==> src/rtl/psk_pkg.sv <==
// rtl/psk_pkg.sv - shared types and constellation helpers for the M-PSK phase sequencer
package psk_pkg;

    typedef enum logic {
        ST_IDLE = 1'b0,
        ST_RUN  = 1'b1
    } psk_state_t;

    function automatic int psk_m(input int bits);
        return 1 << bits;
    endfunction

    function automatic int psk_step(input int wavelength, input int bits);
        return wavelength / (1 << bits);
    endfunction

    // Inverse Gray code: each binary bit is the XOR of all Gray bits at or above it.
    function automatic logic [7:0] gray_to_bin(input logic [7:0] g);
        logic [7:0] b;
        b = g;
        for (int i = 1; i < 8; i++) begin
            b = b ^ (g >> i);
        end
        return b;
    endfunction

endpackage

==> src/rtl/psk_symbol_mapper.sv <==
// rtl/psk_symbol_mapper.sv - maps a symbol to its sine-table phase offset
module psk_symbol_mapper
    import psk_pkg::*;
#(
    parameter int BITS_PER_SYMBOL = 2,
    parameter int WAVELENGTH      = 16,
    parameter int GRAY_CODE       = 1,
    localparam int PW             = $clog2(WAVELENGTH)
) (
    input  logic [BITS_PER_SYMBOL-1:0] i_sym,
    output logic [PW-1:0]              o_offset
);

    localparam int M    = psk_m(BITS_PER_SYMBOL);
    localparam int STEP = psk_step(WAVELENGTH, BITS_PER_SYMBOL);

    logic [7:0] w_sym;
    logic [7:0] w_pos;

    assign w_sym = 8'(i_sym);
    assign w_pos = (GRAY_CODE != 0) ? gray_to_bin(w_sym) : w_sym;

    // Positions are counted down from M-1 so BPSK symbol 1 keeps offset 0.
    assign o_offset = PW'((M - 1 - int'(w_pos)) * STEP);

endmodule

==> src/rtl/mpsk_phase_sequencer.sv <==
// rtl/mpsk_phase_sequencer.sv - M-PSK symbol handshake, carrier counters and sine address output
module mpsk_phase_sequencer
    import psk_pkg::*;
#(
    parameter int BITS_PER_SYMBOL   = 2,
    parameter int WAVELENGTH        = 16,
    parameter int CYCLES_PER_SYMBOL = 1,
    parameter int GRAY_CODE         = 1,
    localparam int PW               = $clog2(WAVELENGTH)
) (
    input  logic                       clk,
    input  logic                       rst_n,
    input  logic                       enable,
    input  logic [BITS_PER_SYMBOL-1:0] sym_data,
    input  logic                       sym_valid,
    output logic                       sym_ready,
    output logic [PW-1:0]              phase,
    output logic                       phase_valid,
    output logic                       sym_start,
    output logic                       underrun
);

    localparam int CW = (CYCLES_PER_SYMBOL > 1) ? $clog2(CYCLES_PER_SYMBOL) : 1;

    psk_state_t                 r_state;
    logic [PW-1:0]              r_samp;
    logic [CW-1:0]              r_cyc;
    logic [BITS_PER_SYMBOL-1:0] r_sym;
    logic [PW-1:0]              r_phase;
    logic                       r_phase_valid;
    logic                       r_sym_start;
    logic                       r_underrun;

    logic [PW-1:0] w_offset;
    logic [PW:0]   w_sum;
    logic          w_wrap;
    logic [PW-1:0] w_phase_next;
    logic          w_samp_end;
    logic          w_last_sample;
    logic          w_accept;

    psk_symbol_mapper #(
        .BITS_PER_SYMBOL (BITS_PER_SYMBOL),
        .WAVELENGTH      (WAVELENGTH),
        .GRAY_CODE       (GRAY_CODE)
    ) u_mapper (
        .i_sym    (r_sym),
        .o_offset (w_offset)
    );

    // Compare-subtract modulo so non-power-of-two table depths work.
    assign w_sum        = {1'b0, r_samp} + {1'b0, w_offset};
    assign w_wrap       = (w_sum >= (PW+1)'(WAVELENGTH));
    assign w_phase_next = w_wrap ? PW'(w_sum - (PW+1)'(WAVELENGTH)) : PW'(w_sum);

    assign w_samp_end    = (r_samp == PW'(WAVELENGTH - 1));
    assign w_last_sample = (r_state == ST_RUN) && w_samp_end &&
                           (r_cyc == CW'(CYCLES_PER_SYMBOL - 1));
    assign sym_ready     = enable && ((r_state == ST_IDLE) || w_last_sample);
    assign w_accept      = sym_valid && sym_ready;

    always_ff @(posedge clk or negedge rst_n) begin
        if (!rst_n) begin
            r_state       <= ST_IDLE;
            r_samp        <= '0;
            r_cyc         <= '0;
            r_sym         <= '0;
            r_phase       <= '0;
            r_phase_valid <= 1'b0;
            r_sym_start   <= 1'b0;
            r_underrun    <= 1'b0;
        end else begin
            r_phase_valid <= 1'b0;
            r_sym_start   <= 1'b0;
            r_underrun    <= 1'b0;
            if (enable) begin
                if (r_state == ST_RUN) begin
                    r_phase       <= w_phase_next;
                    r_phase_valid <= 1'b1;
                    r_sym_start   <= (r_samp == '0) && (r_cyc == '0);
                    if (w_samp_end) begin
                        r_samp <= '0;
                        r_cyc  <= (r_cyc == CW'(CYCLES_PER_SYMBOL - 1)) ? '0 : r_cyc + 1'b1;
                    end else begin
                        r_samp <= r_samp + 1'b1;
                    end
                    if (w_last_sample && !w_accept) begin
                        r_state    <= ST_IDLE;
                        r_underrun <= 1'b1;
                    end
                end
                // A successor accepted on the last sample restarts the counters with no gap.
                if (w_accept) begin
                    r_sym   <= sym_data;
                    r_samp  <= '0;
                    r_cyc   <= '0;
                    r_state <= ST_RUN;
                end
            end
        end
    end

    assign phase       = r_phase;
    assign phase_valid = r_phase_valid;
    assign sym_start   = r_sym_start;
    assign underrun    = r_underrun;

endmodule
==> config.mk <==
export PLATFORM = sky130hd
export DESIGN_NAME = mpsk_phase_sequencer
export DESIGN_NICKNAME = d
export VERILOG_FILES = /design/src/rtl/psk_pkg.sv /design/src/rtl/psk_symbol_mapper.sv /design/src/rtl/mpsk_phase_sequencer.sv
export SDC_FILE = /design/constraint.sdc
export NUM_CORES = 1
export LEC_CHECK = 0
export CAP_MARGIN = 5
export CORE_MARGIN = 8
export CORE_UTILIZATION = 50
export CTS_CLUSTER_DIAMETER = 80
export DETAILED_ROUTE_END_ITERATION = 6
export GPL_ROUTABILITY_DRIVEN = 0
export PLACE_DENSITY = 0.87
export SLEW_MARGIN = 20
export SYNTH_ARGS = -nofsm -noshare
export SYNTH_HDL_FRONTEND = slang
export SYNTH_HIERARCHICAL = 1
export SYNTH_SLANG_ARGS = --single-unit
==> constraint.sdc <==
create_clock -name clk -period 2.9 [get_ports clk]
set_input_delay 0.87 -clock clk [delete_from_list [all_inputs] [get_ports clk]]
set_output_delay 0.87 -clock clk [all_outputs]
set_load 0.005 [all_outputs]
==> reports/metrics.cfg <==
[global_routing]
grt_pass1_wl_um = 2400
grt_pass1_vias = 573
antenna_found_initial = 0
grtUsageTotal_pct = 11.4
grt_max_degree = 15
grt_overflow_total = 0

[floorplanning]
ios = 14
core_area_um2 = 1320
die_area_um2 = 2890
dieWidth_um = 53.8
die_y_um = 53.8
start_util_pct = 54.1
rows = 13

[yosys]
synthTopCellsByArea = dfrtp_1, ha_1, nand2_1
synth_mux_area_share_pct = 4.74
syn_area_um2 = 713
yosys.area_share.simple_pct = 13.9
synth_xor_area_share_pct = 4.91
yosysUniqueCellTypes = 21
synthCells = 70
ys_ff_latch = 14
seq_area_frac_synth_pct = 49.1
yosysTopAreaCellShare_pct = 49.1
ys_warn_count = 6
synth_top_family_by_area = simple AND/OR/NAND/NOR gates
synth_compound_area_share_pct = 9.47
synthAdderAreaFrac_pct = 11.6
avgSynthCellArea_um2 = 10.2
yosys.area.top_type = dfrtp_1

[sta]
fin_skew_ns = 0.00307
worst_pin_slew_ns = 0.617
relSlewSlack_pct = 58.7
worst_slack_ns = 0.144
slew_viol_final = 0
period_needed_ns = 2.76
finalCritPeriodShare_pct = 95.0
max_freq_ghz = 0.363
hold_viol_final = 0
rsz0062_at_grt = no
whs_ns = 0.482
fin_tns_setup_ns = 0
finalSetupViolCount = 0

[worst_setup_path]
ff2ff_path_depth = 4
worstReg2RegStart = r_samp[0]
crit_end = sym_ready
crit_slowest_cell = clkdlybuf4s50_1
worstPathRequired_ns = 2.03
cpPeakStageDelay_ns = 0.53
path_max_fanout = 5
r2r_end = r_sym[0]
startpoint_type = primary input
critPathKind = primary input to output port
arrival_ns = 1.89
ff2ff_setup_slack_ns = 1.23
critical_path.startpoint = enable
path_cells = dlygate4sd2_1, inv_1, a21oi_1, clkdlybuf4s50_1
crit_path_end_kind = output port

[clock_tree]
cts_buffers = 3
htree_levels = 1
postCtsHoldBufs = 0
cts_resized = 1
clk_latency_ns = 0.29
clock-sinks = 14
clk_path_buf_depth = 2
cts_tree = built
cts_setup_buffers = 0
root_buffer = clkbuf_4
path_clk_slew_ns = 0.08

[power_and_ir_drop]
peakVddDrop_uv = 573
p_total_uw = 856
total_leakage_power_uw = 0.000393
power_density_nw_per_um2 = 967

[cells_and_area]
nets = 99
drive_above_1_share_pct = 10.5
area_growth_pct = 24.2
final_cell_mix = dfrtp_1, clkdlybuf4s50_1, nand2_1
diodes = 0
fin_util_pct = 67.2
final_common_cell = dfrtp_1

[route]
remaining_drc_errors = 0
drt-pass1-iter-count = 4
wl_per_cell_um = 13.2
totalWireLength_um = 1330
vias = 540
drt_iter0_markers = 23
via_per_inst = 5.35
ant_nets = 0

[placement]
portBuffers = 13
pre_cts_ws_ns = -0.111
hpwl_um = 989

[status]
outcome = finished, final reports clean

[job]
maxCapViolCount = 0

[hold_path]
hp-class = flop to flop

critical path, delay by kind of cell:
| family | cells | cell delay (ns) |
|---|---|---|
| buffers and inverters | 3 | 0.89 |
| AO/OA/AOI/OAI | 1 | 0.13 |
metrics by stage:
| step | std cells | area (µm²) |
|---|---|---|
| 2_1_floorplan | 71 | 717 |
| 3_3_place_gp | 97 | 851 |
| 3_5_place_dp | 97 | 851 |
| 4_1_cts | 101 | 886 |
| 5_1_grt | 101 | 886 |
| 6_report | 101 | 886 |
area by class of cell:
class                      count  area, µm²
tap                           15       18.8
fill                          95        432
sequential                    14        350
clock buffer                   4       36.3
multi-input combinational     48        325
timing repair buffer          13        129
inverter                       7       26.3
layer usage:
metal	track usage, %	vias to the layer above	part of all wire (%)
met1	12.0	256	42
met2	18.5	12	50
li1	-	266	-
met5	0	-	0
met4	8.82	0	3.0
met3	3.58	6	4.8
report_power, final:
part           switching [µW]  internal [µW]
combinational             176            196
sequential               69.5            273
clock                    65.0           76.5
cells by family after synthesis:
group,count (synthesis)
xor gates and xnor gates,4
adders and majority gates,6
and+or+nand+nor,21
AOI/OAI and AO/OA,12
other,1
buffers and inverters,9
muxes,3
DFF,14
cells in the mapped netlist, drive strengths merged:
cell and count:
mux2 3, nand2 10, buf 2, nor4b 1, xnor2 1, inv 7
or4 1, nand3 6, fa 1, ha 5, nor3 1, o21ai 4
dfrtp 14, nor2 1, nand4 1, a21oi 7, a211o 1, conb 1
xor2 3
state kept, by name, indices dropped and copies added, names as in the netlist:
name	count
r_samp	4
phase_valid	1
phase	4
underrun	1
r_sym	2
r_state	1
sym_start	1
how the worst min path moves through the flow:
stage	end	cells after the start	startpoint	slack [ns]
2_1_floorplan	phase[3]	2	phase[3]	0.47
3_3_place_gp	phase[2]	2	phase[2]	0.46
3_5_place_dp	phase[3]	2	phase[3]	0.47
4_1_cts	phase[3]	2	phase[3]	0.49
5_1_grt	phase[3]	2	phase[3]	0.52
6_report	phase[3]	2	phase[3]	0.48
Note: power is estimated with default switching activity, not from simulation.
